===== src/rtl/nf10_axi_lite_master_if.sv =====
// ---------------------------------------------------------------------------
// nf10_axi_lite_master_if
// Bundles the command port, the response port and the AXI4-Lite master
// channels of nf10_axi_lite_master.
//   modport master : the initiator side (drives CMD_READY, RSP_*, M_AXI
//                    master signals; receives CMD_*, RSP_READY and the
//                    slave-driven M_AXI signals)
//   modport slave  : the environment side (command source, response sink
//                    and AXI4-Lite slave), the exact mirror of master
// Parameters ADDR_W / DATA_W must match the initiator's address/data widths.
// ---------------------------------------------------------------------------
interface nf10_axi_lite_master_if #(
  parameter int ADDR_W = 32,
  parameter int DATA_W = 32
);
  localparam int STRB_W = DATA_W / 8;

  // command port
  logic              CMD_VALID;
  logic              CMD_READY;
  logic              CMD_RNW;
  logic [ADDR_W-1:0] CMD_ADDR;
  logic [DATA_W-1:0] CMD_WDATA;
  logic [STRB_W-1:0] CMD_WSTRB;

  // response port
  logic              RSP_VALID;
  logic              RSP_READY;
  logic [DATA_W-1:0] RSP_RDATA;
  logic [1:0]        RSP_RESP;
  logic              RSP_TIMEOUT;

  // AXI4-Lite write address / data / response
  logic [ADDR_W-1:0] M_AXI_AWADDR;
  logic              M_AXI_AWVALID;
  logic              M_AXI_AWREADY;
  logic [DATA_W-1:0] M_AXI_WDATA;
  logic [STRB_W-1:0] M_AXI_WSTRB;
  logic              M_AXI_WVALID;
  logic              M_AXI_WREADY;
  logic [1:0]        M_AXI_BRESP;
  logic              M_AXI_BVALID;
  logic              M_AXI_BREADY;

  // AXI4-Lite read address / data
  logic [ADDR_W-1:0] M_AXI_ARADDR;
  logic              M_AXI_ARVALID;
  logic              M_AXI_ARREADY;
  logic [DATA_W-1:0] M_AXI_RDATA;
  logic [1:0]        M_AXI_RRESP;
  logic              M_AXI_RVALID;
  logic              M_AXI_RREADY;

  modport master (
    input  CMD_VALID, CMD_RNW, CMD_ADDR, CMD_WDATA, CMD_WSTRB,
    output CMD_READY,
    output RSP_VALID, RSP_RDATA, RSP_RESP, RSP_TIMEOUT,
    input  RSP_READY,
    output M_AXI_AWADDR, M_AXI_AWVALID, M_AXI_WDATA, M_AXI_WSTRB, M_AXI_WVALID,
    output M_AXI_BREADY, M_AXI_ARADDR, M_AXI_ARVALID, M_AXI_RREADY,
    input  M_AXI_AWREADY, M_AXI_WREADY, M_AXI_BRESP, M_AXI_BVALID,
    input  M_AXI_ARREADY, M_AXI_RDATA, M_AXI_RRESP, M_AXI_RVALID
  );

  modport slave (
    output CMD_VALID, CMD_RNW, CMD_ADDR, CMD_WDATA, CMD_WSTRB,
    input  CMD_READY,
    input  RSP_VALID, RSP_RDATA, RSP_RESP, RSP_TIMEOUT,
    output RSP_READY,
    input  M_AXI_AWADDR, M_AXI_AWVALID, M_AXI_WDATA, M_AXI_WSTRB, M_AXI_WVALID,
    input  M_AXI_BREADY, M_AXI_ARADDR, M_AXI_ARVALID, M_AXI_RREADY,
    output M_AXI_AWREADY, M_AXI_WREADY, M_AXI_BRESP, M_AXI_BVALID,
    output M_AXI_ARREADY, M_AXI_RDATA, M_AXI_RRESP, M_AXI_RVALID
  );
endinterface


===== src/rtl/nf10_axi_lite_master.sv =====
// ---------------------------------------------------------------------------
// nf10_axi_lite_master
// Single-outstanding AXI4-Lite initiator. A read or write command taken on
// the CMD valid/ready port becomes one AXI4-Lite transaction; the result is
// returned on the RSP valid/ready port. A watchdog aborts a transaction the
// slave never finishes and reports it as SLVERR with RSP_TIMEOUT set.
// Ports:
//   M_AXI_ACLK     clock
//   M_AXI_ARESETN  synchronous active-low reset
//   bus            nf10_axi_lite_master_if.master (CMD_*, RSP_*, M_AXI_*)
// All outputs are registered.
//
// state          | meaning
// ---------------+-----------------------------------------------------------
// S_IDLE         | CMD_READY high, waiting for a command
// S_WR_ADDR_DATA | AWVALID/WVALID outstanding, each drops after its handshake
// S_WR_RESP      | BREADY high, waiting for BVALID
// S_RD_ADDR      | ARVALID high, waiting for ARREADY
// S_RD_DATA      | RREADY high, waiting for RVALID
// S_RESP         | RSP_VALID high with stable fields until RSP_READY
// ---------------------------------------------------------------------------
module nf10_axi_lite_master #(
  parameter int C_M_AXI_ADDR_WIDTH = 32,
  parameter int C_M_AXI_DATA_WIDTH = 32,
  parameter int C_TIMEOUT_CYCLES   = 1024
) (
  input  logic                          M_AXI_ACLK,
  input  logic                          M_AXI_ARESETN,
  nf10_axi_lite_master_if.master        bus
);

  localparam int STRB_W = C_M_AXI_DATA_WIDTH / 8;
  localparam int WDOG_W = $clog2(C_TIMEOUT_CYCLES);
  localparam logic [WDOG_W-1:0] WDOG_LAST = WDOG_W'(C_TIMEOUT_CYCLES - 1);

  typedef enum logic [2:0] {
    S_IDLE,
    S_WR_ADDR_DATA,
    S_WR_RESP,
    S_RD_ADDR,
    S_RD_DATA,
    S_RESP
  } state_t;

  state_t                          r_state;
  state_t                          w_state_nxt;

  logic                            r_cmd_ready;
  logic                            r_awvalid;
  logic                            r_wvalid;
  logic                            r_bready;
  logic                            r_arvalid;
  logic                            r_rready;
  logic                            r_aw_done;
  logic                            r_w_done;
  logic [C_M_AXI_ADDR_WIDTH-1:0]   r_addr;
  logic [C_M_AXI_DATA_WIDTH-1:0]   r_wdata;
  logic [STRB_W-1:0]               r_wstrb;
  logic                            r_rsp_valid;
  logic [C_M_AXI_DATA_WIDTH-1:0]   r_rsp_rdata;
  logic [1:0]                      r_rsp_resp;
  logic                            r_rsp_timeout;
  logic [WDOG_W-1:0]               r_wdog;

  logic                            w_cmd_fire;
  logic                            w_aw_hs;
  logic                            w_w_hs;
  logic                            w_ar_hs;
  logic                            w_b_hs;
  logic                            w_r_hs;
  logic                            w_active;
  logic                            w_expire;
  logic                            w_aw_done_nxt;
  logic                            w_w_done_nxt;

  logic                            w_nxt_cmd_ready;
  logic                            w_nxt_awvalid;
  logic                            w_nxt_wvalid;
  logic                            w_nxt_bready;
  logic                            w_nxt_arvalid;
  logic                            w_nxt_rready;
  logic                            w_nxt_rsp_valid;
  logic [C_M_AXI_DATA_WIDTH-1:0]   w_nxt_rsp_rdata;
  logic [1:0]                      w_nxt_rsp_resp;
  logic                            w_nxt_rsp_timeout;
  logic [WDOG_W-1:0]               w_nxt_wdog;

  // r_cmd_ready is only ever high in S_IDLE
  assign w_cmd_fire = bus.CMD_VALID && r_cmd_ready;
  assign w_aw_hs    = r_awvalid && bus.M_AXI_AWREADY;
  assign w_w_hs     = r_wvalid  && bus.M_AXI_WREADY;
  assign w_ar_hs    = r_arvalid && bus.M_AXI_ARREADY;
  assign w_b_hs     = r_bready  && bus.M_AXI_BVALID;
  assign w_r_hs     = r_rready  && bus.M_AXI_RVALID;

  assign w_active = (r_state == S_WR_ADDR_DATA) || (r_state == S_WR_RESP) ||
                    (r_state == S_RD_ADDR)      || (r_state == S_RD_DATA);
  assign w_expire = w_active && (r_wdog == WDOG_LAST);

  // done flags include this cycle's handshake so AW/W in either order work
  assign w_aw_done_nxt = (r_state == S_WR_ADDR_DATA) && (r_aw_done || w_aw_hs);
  assign w_w_done_nxt  = (r_state == S_WR_ADDR_DATA) && (r_w_done  || w_w_hs);

  // state register plus the registered copies of every output
  always_ff @(posedge M_AXI_ACLK) begin
    if (!M_AXI_ARESETN) begin
      r_state       <= S_IDLE;
      r_cmd_ready   <= 1'b0;
      r_awvalid     <= 1'b0;
      r_wvalid      <= 1'b0;
      r_bready      <= 1'b0;
      r_arvalid     <= 1'b0;
      r_rready      <= 1'b0;
      r_aw_done     <= 1'b0;
      r_w_done      <= 1'b0;
      r_addr        <= '0;
      r_wdata       <= '0;
      r_wstrb       <= '0;
      r_rsp_valid   <= 1'b0;
      r_rsp_rdata   <= '0;
      r_rsp_resp    <= 2'b00;
      r_rsp_timeout <= 1'b0;
      r_wdog        <= '0;
    end else begin
      r_state       <= w_state_nxt;
      r_cmd_ready   <= w_nxt_cmd_ready;
      r_awvalid     <= w_nxt_awvalid;
      r_wvalid      <= w_nxt_wvalid;
      r_bready      <= w_nxt_bready;
      r_arvalid     <= w_nxt_arvalid;
      r_rready      <= w_nxt_rready;
      r_aw_done     <= w_aw_done_nxt;
      r_w_done      <= w_w_done_nxt;
      r_rsp_valid   <= w_nxt_rsp_valid;
      r_rsp_rdata   <= w_nxt_rsp_rdata;
      r_rsp_resp    <= w_nxt_rsp_resp;
      r_rsp_timeout <= w_nxt_rsp_timeout;
      r_wdog        <= w_nxt_wdog;
      if (w_cmd_fire) begin
        r_addr  <= bus.CMD_ADDR;
        r_wdata <= bus.CMD_WDATA;
        r_wstrb <= bus.CMD_WSTRB;
      end
    end
  end

  // next-state logic; a completing handshake and expiry both lead to S_RESP,
  // the output logic decides which kind of response is produced
  always_comb begin
    w_state_nxt = r_state;
    case (r_state)
      S_IDLE: begin
        if (w_cmd_fire) begin
          w_state_nxt = bus.CMD_RNW ? S_RD_ADDR : S_WR_ADDR_DATA;
        end
      end
      S_WR_ADDR_DATA: begin
        if (w_expire) begin
          w_state_nxt = S_RESP;
        end else if (w_aw_done_nxt && w_w_done_nxt) begin
          w_state_nxt = S_WR_RESP;
        end
      end
      S_WR_RESP: begin
        if (w_b_hs || w_expire) begin
          w_state_nxt = S_RESP;
        end
      end
      S_RD_ADDR: begin
        if (w_expire) begin
          w_state_nxt = S_RESP;
        end else if (w_ar_hs) begin
          w_state_nxt = S_RD_DATA;
        end
      end
      S_RD_DATA: begin
        if (w_r_hs || w_expire) begin
          w_state_nxt = S_RESP;
        end
      end
      S_RESP: begin
        if (bus.RSP_READY) begin
          w_state_nxt = S_IDLE;
        end
      end
      default: w_state_nxt = S_IDLE;
    endcase
  end

  // output logic: next values of the registered outputs, derived from the
  // next state so an expiry drops every VALID/READY on the same edge
  always_comb begin
    w_nxt_cmd_ready   = (w_state_nxt == S_IDLE);
    w_nxt_awvalid     = (w_state_nxt == S_WR_ADDR_DATA) && !w_aw_done_nxt;
    w_nxt_wvalid      = (w_state_nxt == S_WR_ADDR_DATA) && !w_w_done_nxt;
    w_nxt_bready      = (w_state_nxt == S_WR_RESP);
    w_nxt_arvalid     = (w_state_nxt == S_RD_ADDR);
    w_nxt_rready      = (w_state_nxt == S_RD_DATA);
    w_nxt_rsp_valid   = (w_state_nxt == S_RESP);
    w_nxt_rsp_rdata   = r_rsp_rdata;
    w_nxt_rsp_resp    = r_rsp_resp;
    w_nxt_rsp_timeout = r_rsp_timeout;
    w_nxt_wdog        = r_wdog;

    if ((r_state != S_RESP) && (w_state_nxt == S_RESP)) begin
      if (w_b_hs) begin
        w_nxt_rsp_rdata   = '0;
        w_nxt_rsp_resp    = bus.M_AXI_BRESP;
        w_nxt_rsp_timeout = 1'b0;
      end else if (w_r_hs) begin
        w_nxt_rsp_rdata   = bus.M_AXI_RDATA;
        w_nxt_rsp_resp    = bus.M_AXI_RRESP;
        w_nxt_rsp_timeout = 1'b0;
      end else begin
        w_nxt_rsp_rdata   = '0;
        w_nxt_rsp_resp    = 2'b10;
        w_nxt_rsp_timeout = 1'b1;
      end
    end

    if (w_cmd_fire) begin
      w_nxt_wdog = '0;
    end else if (w_active) begin
      w_nxt_wdog = r_wdog + 1'b1;
    end
  end

  assign bus.CMD_READY     = r_cmd_ready;
  assign bus.RSP_VALID     = r_rsp_valid;
  assign bus.RSP_RDATA     = r_rsp_rdata;
  assign bus.RSP_RESP      = r_rsp_resp;
  assign bus.RSP_TIMEOUT   = r_rsp_timeout;
  assign bus.M_AXI_AWADDR  = r_addr;
  assign bus.M_AXI_AWVALID = r_awvalid;
  assign bus.M_AXI_WDATA   = r_wdata;
  assign bus.M_AXI_WSTRB   = r_wstrb;
  assign bus.M_AXI_WVALID  = r_wvalid;
  assign bus.M_AXI_BREADY  = r_bready;
  assign bus.M_AXI_ARADDR  = r_addr;
  assign bus.M_AXI_ARVALID = r_arvalid;
  assign bus.M_AXI_RREADY  = r_rready;

endmodule


===== src/flat_wrapper.sv =====
// flat-port wrapper written by rule: the top's interface ports become plain ports
module nf10_axi_lite_master_flat 
#(
  parameter int C_M_AXI_ADDR_WIDTH = 32,
  parameter int C_M_AXI_DATA_WIDTH = 32,
  parameter int C_TIMEOUT_CYCLES   = 1024
)
  (M_AXI_ACLK, M_AXI_ARESETN, bus_CMD_VALID, bus_CMD_RNW, bus_CMD_ADDR, bus_CMD_WDATA, bus_CMD_WSTRB, bus_CMD_READY, bus_RSP_VALID, bus_RSP_RDATA, bus_RSP_RESP, bus_RSP_TIMEOUT, bus_RSP_READY, bus_M_AXI_AWADDR, bus_M_AXI_AWVALID, bus_M_AXI_WDATA, bus_M_AXI_WSTRB, bus_M_AXI_WVALID, bus_M_AXI_BREADY, bus_M_AXI_ARADDR, bus_M_AXI_ARVALID, bus_M_AXI_RREADY, bus_M_AXI_AWREADY, bus_M_AXI_WREADY, bus_M_AXI_BRESP, bus_M_AXI_BVALID, bus_M_AXI_ARREADY, bus_M_AXI_RDATA, bus_M_AXI_RRESP, bus_M_AXI_RVALID);
  nf10_axi_lite_master_if #(.ADDR_W((32)), .DATA_W((32))) bus_i ();
  input  logic M_AXI_ACLK;
  input  logic M_AXI_ARESETN;
  input wire logic [$bits(bus_i.CMD_VALID)-1:0] bus_CMD_VALID;
  input wire logic [$bits(bus_i.CMD_RNW)-1:0] bus_CMD_RNW;
  input wire logic [$bits(bus_i.CMD_ADDR)-1:0] bus_CMD_ADDR;
  input wire logic [$bits(bus_i.CMD_WDATA)-1:0] bus_CMD_WDATA;
  input wire logic [$bits(bus_i.CMD_WSTRB)-1:0] bus_CMD_WSTRB;
  output wire logic [$bits(bus_i.CMD_READY)-1:0] bus_CMD_READY;
  output wire logic [$bits(bus_i.RSP_VALID)-1:0] bus_RSP_VALID;
  output wire logic [$bits(bus_i.RSP_RDATA)-1:0] bus_RSP_RDATA;
  output wire logic [$bits(bus_i.RSP_RESP)-1:0] bus_RSP_RESP;
  output wire logic [$bits(bus_i.RSP_TIMEOUT)-1:0] bus_RSP_TIMEOUT;
  input wire logic [$bits(bus_i.RSP_READY)-1:0] bus_RSP_READY;
  output wire logic [$bits(bus_i.M_AXI_AWADDR)-1:0] bus_M_AXI_AWADDR;
  output wire logic [$bits(bus_i.M_AXI_AWVALID)-1:0] bus_M_AXI_AWVALID;
  output wire logic [$bits(bus_i.M_AXI_WDATA)-1:0] bus_M_AXI_WDATA;
  output wire logic [$bits(bus_i.M_AXI_WSTRB)-1:0] bus_M_AXI_WSTRB;
  output wire logic [$bits(bus_i.M_AXI_WVALID)-1:0] bus_M_AXI_WVALID;
  output wire logic [$bits(bus_i.M_AXI_BREADY)-1:0] bus_M_AXI_BREADY;
  output wire logic [$bits(bus_i.M_AXI_ARADDR)-1:0] bus_M_AXI_ARADDR;
  output wire logic [$bits(bus_i.M_AXI_ARVALID)-1:0] bus_M_AXI_ARVALID;
  output wire logic [$bits(bus_i.M_AXI_RREADY)-1:0] bus_M_AXI_RREADY;
  input wire logic [$bits(bus_i.M_AXI_AWREADY)-1:0] bus_M_AXI_AWREADY;
  input wire logic [$bits(bus_i.M_AXI_WREADY)-1:0] bus_M_AXI_WREADY;
  input wire logic [$bits(bus_i.M_AXI_BRESP)-1:0] bus_M_AXI_BRESP;
  input wire logic [$bits(bus_i.M_AXI_BVALID)-1:0] bus_M_AXI_BVALID;
  input wire logic [$bits(bus_i.M_AXI_ARREADY)-1:0] bus_M_AXI_ARREADY;
  input wire logic [$bits(bus_i.M_AXI_RDATA)-1:0] bus_M_AXI_RDATA;
  input wire logic [$bits(bus_i.M_AXI_RRESP)-1:0] bus_M_AXI_RRESP;
  input wire logic [$bits(bus_i.M_AXI_RVALID)-1:0] bus_M_AXI_RVALID;
  assign bus_i.CMD_VALID = bus_CMD_VALID;
  assign bus_i.CMD_RNW = bus_CMD_RNW;
  assign bus_i.CMD_ADDR = bus_CMD_ADDR;
  assign bus_i.CMD_WDATA = bus_CMD_WDATA;
  assign bus_i.CMD_WSTRB = bus_CMD_WSTRB;
  assign bus_CMD_READY = bus_i.CMD_READY;
  assign bus_RSP_VALID = bus_i.RSP_VALID;
  assign bus_RSP_RDATA = bus_i.RSP_RDATA;
  assign bus_RSP_RESP = bus_i.RSP_RESP;
  assign bus_RSP_TIMEOUT = bus_i.RSP_TIMEOUT;
  assign bus_i.RSP_READY = bus_RSP_READY;
  assign bus_M_AXI_AWADDR = bus_i.M_AXI_AWADDR;
  assign bus_M_AXI_AWVALID = bus_i.M_AXI_AWVALID;
  assign bus_M_AXI_WDATA = bus_i.M_AXI_WDATA;
  assign bus_M_AXI_WSTRB = bus_i.M_AXI_WSTRB;
  assign bus_M_AXI_WVALID = bus_i.M_AXI_WVALID;
  assign bus_M_AXI_BREADY = bus_i.M_AXI_BREADY;
  assign bus_M_AXI_ARADDR = bus_i.M_AXI_ARADDR;
  assign bus_M_AXI_ARVALID = bus_i.M_AXI_ARVALID;
  assign bus_M_AXI_RREADY = bus_i.M_AXI_RREADY;
  assign bus_i.M_AXI_AWREADY = bus_M_AXI_AWREADY;
  assign bus_i.M_AXI_WREADY = bus_M_AXI_WREADY;
  assign bus_i.M_AXI_BRESP = bus_M_AXI_BRESP;
  assign bus_i.M_AXI_BVALID = bus_M_AXI_BVALID;
  assign bus_i.M_AXI_ARREADY = bus_M_AXI_ARREADY;
  assign bus_i.M_AXI_RDATA = bus_M_AXI_RDATA;
  assign bus_i.M_AXI_RRESP = bus_M_AXI_RRESP;
  assign bus_i.M_AXI_RVALID = bus_M_AXI_RVALID;
  nf10_axi_lite_master #(.C_M_AXI_ADDR_WIDTH(C_M_AXI_ADDR_WIDTH), .C_M_AXI_DATA_WIDTH(C_M_AXI_DATA_WIDTH), .C_TIMEOUT_CYCLES(C_TIMEOUT_CYCLES)) u_core (.M_AXI_ACLK(M_AXI_ACLK), .M_AXI_ARESETN(M_AXI_ARESETN), .bus(bus_i));
endmodule

===== config.mk =====
export PLATFORM = sky130hd
export DESIGN_NAME = nf10_axi_lite_master_flat
export DESIGN_NICKNAME = d
export VERILOG_FILES = /design/src/rtl/nf10_axi_lite_master_if.sv /design/src/rtl/nf10_axi_lite_master.sv /design/src/flat_wrapper.sv
export SDC_FILE = /design/constraint.sdc
export NUM_CORES = 1
export LEC_CHECK = 0
export ABC_AREA = 1
export BUFFER_PORTS_ARGS = -buffer_cell sky130_fd_sc_hd__buf_2
export CORE_MARGIN = 4
export CORE_UTILIZATION = 36
export CTS_CLUSTER_DIAMETER = 30
export DETAILED_ROUTE_END_ITERATION = 6
export GPL_TIMING_DRIVEN = 0
export PLACE_DENSITY = 0.73
export SLEW_MARGIN = 5
export SYNTH_ARGS = -nofsm -noshare
export SYNTH_HDL_FRONTEND = slang
export SYNTH_SLANG_ARGS = --single-unit

===== constraint.sdc =====
create_clock -name M_AXI_ACLK -period 2.3 [get_ports M_AXI_ACLK]
set_input_delay 0.46 -clock M_AXI_ACLK [delete_from_list [all_inputs] [get_ports M_AXI_ACLK]]
set_output_delay 0.46 -clock M_AXI_ACLK [all_outputs]
set_load 0.02 [all_outputs]

==> flow_summary_export.csv, run 1 <==
group,metric,value,unit
timing,rsz0062_at_grt,"no",
grt,grt_max_degree,17,
finish,final_cell_mix,"buf_2, nor2_1, dfxtp_1",
power,clkPwrFrac,0.452,
hold_path,min_path_type,"input pin to register",
floorplan,start_util,0.3718,
route,vias,5433,
power,p_int,4378,uW
synth,synth-edff-count,0,
power,pwr-share-seq,0.393,
synth,syn_inst,739,
floorplan,die-area,16550,um2
floorplan,fp.dieW,128.7,um
placement,hpwl,11.81,mm
clock_tree,cts.repair.resized,0,
synth,yosysUniqueCellTypes,30,
synth,yosysWarnings,0,
setup_path,r2r_start,"u_core.r_wdog[1]",
route,drt-initial-drc-count,267,
clock_tree,cts_setup_buffers,0,
power,p_switching,1642,uW
grt,grt.total_usage,0.1864,
finish,diodes,0,
timing,fmax,0.4898,GHz
timing,period_share,0.8876,
route,wl_per_cell,12.91,um
placement,port-buffer-count,255,
setup_path,r2r_slack,0.26,ns
setup_path,path_max_fanout,10,
synth,ys_seq_elements,125,
synth,syn_avg_cell_area,7.092,um2
route,dr_wl_met3,1.475,mm
clock_tree,cts.sinks,125,
timing,period_needed,2.042,ns
clock_tree,cts_tree,"built",
clock_tree,hold_buffers,0,
setup_path,worstPathRequired,2.61,ns
synth,synthArstFlopShare,0,
clock_tree,cts_buffer_depth,2,
clock_tree,clock_latency,0.41,ns
route,wl_met1,6.330,mm
timing,tns,0,ns
route,drc,0,
finish,syn2layout_area_growth,40.32,%
setup_path,crit_path_end_kind,"register",
synth,synth-seq-area-share,0.4774,
route,vias_per_cell,4.505,
synth,synthesis.nets,854,
timing,slew_viol_final,0,
finish,final_common_cell,"buf_2",
clock_tree,cts_buffers,17,
floorplan,design.portCount,256,
power,combPwrFrac,0.155,
clock_tree,h-tree-depth,4,
timing,fin_skew,0.008761,ns
clock_tree,cts.clk_slew.worst_paths,0.06,ns
power,swShare,0.2727,
setup_path,cp-start-kind,"register",
route,dr.pass1.iters,4,
finish,drive_gt1_frac,0.3411,
route,routed_wl,15.57,mm
timing,setup_violations,0,
power,p_per_area,818.5,nW/um2
floorplan,floorplan.rows,43,
finish,final_core_util,0.5217,
setup_path,crit_start,"u_core.r_wdog[1]",
timing,hold_viol,0,
clock_tree,clockRootBuffer,"clkbuf_16",
power,leakage,0.003907,uW
power,peakVddDrop,0.0005569,V
route,highest_layer,"met5",
setup_path,arrival,2.35,ns
timing,tightestPinTransition,0.7021,ns
route,wl_met2,7.609,mm
job,max-cap-violations,0,
finish,nets,1128,
floorplan,core-area,14100,um2
placement,gp_congestion,0.8702,
floorplan,die_h,128.7,um
synth,synth_flop_cell,"dfxtp_1",
grt,antenna_found_initial,1,
setup_path,criticalPathCategory,"register to register",
grt,grt_first_pass_wirelength,24.52,mm
route,postRouteAntennaNets,0,
timing,slew_headroom,0.5320,
grt,grt_pass1_vias,5133,
synth,netlist_area,5241,um2
status,status,"finished, final reports clean",
hold_path,min_from,"bus_CMD_ADDR[26]",
grt,gr-total-overflow,0,
critical path: stages (launching register included):
cell	delay [ns]
dfxtp_1	0.36
ha_2	0.21
nand3_1	0.12
nor2_4	0.18
nand3_4	0.11
nand2_1	0.07
nand2_1	0.07
nand3b_1	0.12
nand2_1	0.09
inv_2	0.09
buf_4	0.18
buf_6	0.15
nand3_1	0.08
nand2_1	0.06
nor2_1	0.04
registers in the layout, summed over array words and instances, names as in the netlist:
register	flops
u_core.bus.M_AXI_AWVALID	1
u_core.bus.M_AXI_RREADY	1
u_core.bus.M_AXI_ARADDR	32
u_core.bus.RSP_VALID	1
u_core.r_state	3
u_core.bus.M_AXI_WVALID	1
u_core.r_wdog	10
u_core.bus.RSP_RDATA	32
u_core.bus.M_AXI_WSTRB	4
u_core.bus.CMD_READY	1
u_core.r_aw_done	1
u_core.bus.M_AXI_ARVALID	1
u_core.bus.RSP_RESP	2
u_core.bus.M_AXI_WDATA	32
u_core.bus.RSP_TIMEOUT	1
u_core.bus.M_AXI_BREADY	1
u_core.r_w_done	1
final timing paths:
path | end | cells after the start
max | u_core.bus.RSP_TIMEOUT | 14
min | u_core.bus.M_AXI_ARADDR[26] | 3
max reg2reg | u_core.bus.RSP_TIMEOUT | 14
min reg2reg | u_core.r_wdog[4] | 2
routing by layer:
layer | global-route usage | up-vias
met1 | 0.2144 | 2388
li1 | - | 2813
met4 | 0.04509 | 2
met2 | 0.3213 | 215
met3 | 0.07846 | 15
met5 | 0 | -
cells in the mapped netlist, types with 2 or more instances:
| library cell | instances | area [um2] |
|---|---|---|
| a21oi_1 | 26 | 130.1 |
| buf_1 | 5 | 18.77 |
| buf_2 | 7 | 35.03 |
| buf_4 | 34 | 255.2 |
| buf_6 | 2 | 22.52 |
| clkbuf_1 | 22 | 82.58 |
| dfxtp_1 | 125 | 2502 |
| inv_1 | 50 | 187.7 |
| inv_2 | 3 | 11.26 |
| nand2_1 | 109 | 409.1 |
| nand2_2 | 2 | 12.51 |
| nand2_4 | 2 | 22.52 |
| nand3_1 | 30 | 150.1 |
| nor2_1 | 225 | 844.6 |
| nor2_2 | 3 | 18.77 |
| nor2_4 | 3 | 33.78 |
| nor3_1 | 3 | 15.01 |
| o21ai_0 | 73 | 365.4 |
| or2_2 | 3 | 18.77 |
| xor2_1 | 2 | 17.52 |
power by group through the flow:
stage | sequential (uW) | combinational (uW) | clock, uW
final | 2370 | 932 | 2720
after global placement | 2410 | 928 | 0
after global routing | 2380 | 1030 | 2880
after detailed placement | 2410 | 936 | 0
after floorplan | 2550 | 446 | 0
after CTS | 2370 | 941 | 2770
stage by stage:
| step | setup slack [ns] | total power, uW | hold slack (ns) | instances | instance area [um2] |
|---|---|---|---|---|---|
| global placement | 0.1209 | 3337 | 0.4464 | 1174 | 6743 |
| finish | 0.2584 | 6020 | 0.2930 | 1206 | 7355 |
| global route | 0.02117 | 6289 | 0.2788 | 1206 | 7355 |
| floorplan | 0.5029 | 2991 | 0.4364 | 739 | 5241 |
| CTS | 0.2381 | 6080 | 0.2753 | 1206 | 7351 |
| detailed placement | 0.1112 | 3348 | 0.4576 | 1174 | 6743 |
layout make-up:
cell class	count	area (um2)
tap	180	225.2
clock inverter	14	168.9
buffer	70	414.1
multi-input combinational	490	2125
fill	1425	6741
sequential	125	2504
timing repair buffer	255	1276
clock buffer	18	439.2
inverter	54	202.7
cells by family after synthesis:
group | Yosys count | share of synthesized area
xor+xnor | 3 | 0.005014
fa+ha+maj | 1 | 0.002387
simple gates | 384 | 0.2989
buf+inv | 124 | 0.1177
compound gates | 102 | 0.09859
flops | 125 | 0.4774
Note: power is estimated with default switching activity, not from simulation.
==> run 2: changes to the inputs <==
clock period = 2.61 ns   (was 2.3 ns; I/O delays follow)
==> run 2 against run 1 <==
  * Sequential share of layout area is essentially flat
  * First-iteration DRC count grew 6.4%
  * Die area is the same
  * Non-clock buffer count is the same
  * Cell count is the same
  * Wire length grew 0.11%
  * Clock power shrank 12%
  * Register-to-register slack gained 0.29 ns
  * Maximum frequency shrank 0.74%
  * Hold slack gained 0.062 ns
==> flow_summary_export.csv, run 2 (same netlist as run 1, synthesis figures left out) <==
group,metric,value,unit
power,combPwrFrac,0.155,
power,pwr-share-seq,0.393,
route,drc,0,
power,leakage,0.003909,uW
job,max-cap-violations,0,
power,p_int,3857,uW
route,dr.pass1.iters,4,
floorplan,start_util,0.3718,
setup_path,worstPathRequired,2.92,ns
floorplan,fp.dieW,128.7,um
floorplan,floorplan.rows,43,
clock_tree,cts_buffers,17,
timing,fin_skew,0.009065,ns
timing,slew_viol_final,0,
route,routed_wl,15.59,mm
finish,nets,1128,
finish,final_cell_mix,"buf_2, nor2_1, dfxtp_1",
placement,gp_congestion,0.8702,
floorplan,core-area,14100,um2
placement,hpwl,11.81,mm
clock_tree,cts.sinks,125,
floorplan,die-area,16550,um2
setup_path,cp-start-kind,"register",
timing,hold_ws,0.3551,ns
power,p_switching,1449,uW
route,vias_per_cell,4.497,
clock_tree,h-tree-depth,4,
timing,setup_violations,0,
timing,period_share,0.7881,
clock_tree,cts_setup_buffers,0,
finish,drive_gt1_frac,0.3392,
timing,tns,0,ns
finish,final_common_cell,"buf_2",
setup_path,crit_path_end_kind,"register",
power,swShare,0.2731,
setup_path,path_max_fanout,10,
clock_tree,clockRootBuffer,"clkbuf_16",
grt,gr-total-overflow,0,
finish,syn2layout_area_growth,40.25,%
finish,fillers,1426,
route,drt-initial-drc-count,284,
clock_tree,hold_buffers,0,
route,vias,5423,
power,power,5307,uW
clock_tree,cts_tree,"built",
route,postRouteAntennaNets,0,
power,clkPwrFrac,0.452,
grt,grt.total_usage,0.1864,
setup_path,criticalPathCategory,"register to register",
grt,grt_pass1_vias,5133,
clock_tree,cts.clk_slew.worst_paths,0.06,ns
floorplan,die_h,128.7,um
timing,tightestPinTransition,0.6905,ns
clock_tree,cts.repair.resized,0,
route,wl_per_cell,12.93,um
power,peakVddDrop,0.0004910,V
hold_path,min_path_type,"input pin to register",
finish,diodes,0,
floorplan,design.portCount,256,
timing,fmax,0.4862,GHz
timing,period_needed,2.057,ns
timing,rsz0062_at_grt,"no",
power,p_per_area,721.9,nW/um2
setup_path,arrival,2.37,ns
clock_tree,cts_buffer_depth,2,
grt,grt_max_degree,17,
timing,slew_headroom,0.5397,
placement,port-buffer-count,255,
grt,grt_first_pass_wirelength,24.52,mm
timing,hold_viol,0,
status,status,"finished, final reports clean",
clock_tree,clock_latency,0.42,ns
grt,antenna_found_initial,1,
[run 2: cell counts in the layout (fill, tap and decap cells not counted)]
Identical to the previous run, type by type.
[run 2: per-layer routing]
layer	part of all wire	GRT usage	wire, um
met4	0.0094	0.04509	146
met5	0.00045	0	7
met2	0.49	0.3213	7601
met3	0.091	0.07846	1418
met1	0.41	0.2144	6416
[run 2: critical path: stages (launching register included)]
cell and delay [ns]:
dfxtp_1 0.37, ha_1 0.22, nand3_1 0.13, nor2_4 0.15
nand3_4 0.11, nand2_1 0.07, nand2_1 0.07, nand3b_1 0.12
nand2_1 0.09, inv_2 0.09, buf_4 0.18, buf_6 0.16
nand3_1 0.08, nand2_1 0.06, nor2_1 0.04
[run 2: final timing paths]
check | from | endpoint | slack [ns] | depth (start not counted)
hold / removal | bus_CMD_ADDR[26] | u_core.bus.M_AXI_ARADDR[26] | 0.36 | 3
setup reg to reg | u_core.r_wdog[0] | u_core.bus.RSP_TIMEOUT | 0.55 | 14
hold reg to reg | u_core.r_wdog[4] | u_core.r_wdog[4] | 0.46 | 2
setup / recovery | u_core.r_wdog[0] | u_core.bus.RSP_TIMEOUT | 0.55 | 14
[run 2: cell type report]
class | count | area [um2] | area share
sequential | 125 | 2502 | 0.3404
multi-input combinational | 490 | 2122 | 0.2887
timing repair buffer | 255 | 1276 | 0.1736
clock buffer | 18 | 439.2 | 0.05974
buffer | 70 | 414.1 | 0.05634
tap | 180 | 225.2 | 0.03064
inverter | 54 | 202.7 | 0.02757
clock inverter | 14 | 168.9 | 0.02298
[run 2: power groups by stage]
stage / logic, uW / clock network, uW / registers (uW)
global placement: 818 / 0 / 2120
global route: 907 / 2530 / 2100
floorplan: 393 / 0 / 2240
detailed placement: 825 / 0 / 2130
CTS: 829 / 2440 / 2090
finish: 822 / 2400 / 2090
[run 2: metrics by stage]
step	area [um2]	worst slack, ns	cells	util
after floorplan	5241	0.8129	739	-
after global placement	6743	0.3689	1174	0.4783
after detailed placement	6743	0.3592	1174	0.4783
after CTS	7351	0.5481	1206	0.5215
after global routing	7351	0.2778	1206	0.5215
final	7351	0.5532	1206	0.5215
==> run 3: changes to the inputs <==
clock period = 2.15 ns   (was 2.61 ns; I/O delays follow)
==> run 3 against run 2 <==
  * Clock-buffer cell count stayed put
  * Combinational power is 22% higher
  * First-iteration DRC count stayed put
  * Setup slack worse by 0.34 ns
  * Clock power is 21% higher
  * Sequential power is 21% higher
  * Cell count stayed put
  * Hold slack worse by 0.091 ns
  * Sequential share of layout area is 0.11 points lower
  * Largest power group unchanged
==> flow_summary_export.csv, run 3 (same netlist as run 1, synthesis figures left out) <==
group,metric,value,unit
timing,slew_viol_final,0,
setup_path,worstPathRequired,2.46,ns
route,routed_wl,15.60,mm
job,max-cap-violations,0,
power,pwr-share-seq,0.393,
grt,grt_pass1_vias,5133,
finish,fin_cells,1206,
floorplan,start_util,0.3718,
clock_tree,cts_buffers,17,
timing,hold_ws,0.2637,ns
timing,setup_violations,0,
timing,period_needed,1.938,ns
grt,gr-total-overflow,0,
route,vias,5411,
setup_path,crit_buf_inv,3,
route,postRouteAntennaNets,0,
clock_tree,hold_buffers,0,
power,swShare,0.2729,
floorplan,die_h,128.7,um
power,leakage,0.003908,uW
power,p_int,4686,uW
grt,grt_first_pass_wirelength,24.52,mm
power,p_per_area,871.5,nW/um2
setup_path,arrival,2.25,ns
timing,slew_headroom,0.5062,
finish,nets,1128,
finish,fillers,1433,
timing,tightestPinTransition,0.7406,ns
finish,final_core_util,0.5247,
setup_path,crit_top_cell,"nand2_1",
timing,fmax,0.5159,GHz
hold_path,min_path_type,"input pin to register",
power,peakVddDrop,0.0005961,V
clock_tree,cts.sinks,125,
clock_tree,cts_tree,"built",
finish,seq_area,2510,um2
placement,hpwl,11.81,mm
setup_path,slowest_delay,0.36,ns
floorplan,die-area,16550,um2
grt,antenna_found_initial,1,
setup_path,path_max_fanout,10,
finish,syn2layout_area_growth,41.11,%
clock_tree,clockRootBuffer,"clkbuf_16",
route,vias_per_cell,4.487,
setup_path,cpMaxStageDelayCell,"dfxtp_4",
timing,worst_slack,0.2118,ns
route,dr.pass1.iters,5,
setup_path,criticalPathCategory,"register to register",
setup_path,cp-start-kind,"register",
floorplan,design.portCount,256,
timing,tns,0,ns
floorplan,fp.dieW,128.7,um
finish,final_common_cell,"buf_2",
route,drt-initial-drc-count,284,
setup_path,path_delay_family,"simple AND/OR/NAND/NOR gates",
finish,diodes,0,
timing,hold_viol,0,
clock_tree,cts_buffer_depth,2,
floorplan,floorplan.rows,43,
power,p_switching,1759,uW
route,wl_per_cell,12.94,um
grt,grt_max_degree,17,
clock_tree,cts.clk_slew.worst_paths,0.06,ns
floorplan,core-area,14100,um2
route,drc,0,
placement,port-buffer-count,255,
setup_path,crit_path_end_kind,"register",
power,combPwrFrac,0.155,
placement,gp_congestion,0.8702,
finish,final_cell_mix,"buf_2, nor2_1, dfxtp_1",
timing,fin_skew,0.007658,ns
timing,rsz0062_at_grt,"no",
finish,multi_input_area,2147,um2
finish,drive_gt1_frac,0.3450,
placement,dp_slack,-0.008802,ns
clock_tree,clock_latency,0.41,ns
power,clkPwrFrac,0.452,
timing,period_share,0.9015,
clock_tree,h-tree-depth,4,
status,status,"finished, final reports clean",
grt,grt.total_usage,0.1864,
placement,dp.cells,1174,
setup_path,crit_chain,"ha_4 > nand3_2 > nor2_4 > nand3_4 > nand2_1 > nand2_1 > nand3b_1 > nand2_1 > inv_2 > buf_6 > buf_6 > nand3_1 > nand2_1 > nor2_1",
-- run 3: cell types whose count changed in the layout (fill, tap and decap cells not counted), sizes merged --
cell	before	now
buf	303	302
clkbuf	40	41
clkinv	9	8
clkinvlp	2	3
-- run 3: final cells by class --
class | count | share of cell area
buffer | 70 | 0.05718
clock buffer | 18 | 0.05938
clock inverter | 14 | 0.02284
tap | 180 | 0.03045
inverter | 54 | 0.02791
timing repair buffer | 255 | 0.1726
multi-input combinational | 490 | 0.2903
sequential | 125 | 0.3394
-- run 3: worst min-delay path: cells and delay by family --
family,cells,cell delay (ns)
and+or+nand+nor,1,0.07
AOI/OAI and AO/OA,1,0.07
buffers and inverters,1,0.07
-- run 3: final timing paths --
path	to	slack [ns]	start	depth (start not counted)
min	u_core.bus.M_AXI_ARADDR[26]	0.26	bus_CMD_ADDR[26]	3
max	u_core.bus.RSP_TIMEOUT	0.21	u_core.r_wdog[1]	14
max reg2reg	u_core.bus.RSP_TIMEOUT	0.21	u_core.r_wdog[1]	14
min reg2reg	u_core.r_wdog[4]	0.46	u_core.r_wdog[4]	2
-- run 3: power groups by stage --
stage / Sequential [uW] / Combinational (uW) / Clock [uW]
2_1_floorplan: 2720 / 477 / 0
3_3_place_gp: 2580 / 993 / 0
3_5_place_dp: 2580 / 1000 / 0
4_1_cts: 2530 / 1010 / 2970
5_1_grt: 2550 / 1100 / 3080
6_report: 2530 / 1000 / 2910
-- run 3: what timing repair did --
action                     4_1_cts  5_1_grt
gates resized for setup          0       14
setup endpoints to repair        0       37
buffers inserted                 0        0
hold endpoints to repair         0        0
-- run 3: layer usage --
layer  part of all wire  global-route usage
met1               0.40              0.2144
met2               0.49              0.3213
met3              0.095             0.07846
met4              0.011             0.04509
met5            0.00045                   0
-- run 3: metrics by stage --
step                cell area, um2  total power (uW)
finish                        7396              6445
CTS                           7351              6505
floorplan                     5241              3199
global route                  7396              6733
detailed placement            6743              3582
global placement              6743              3570
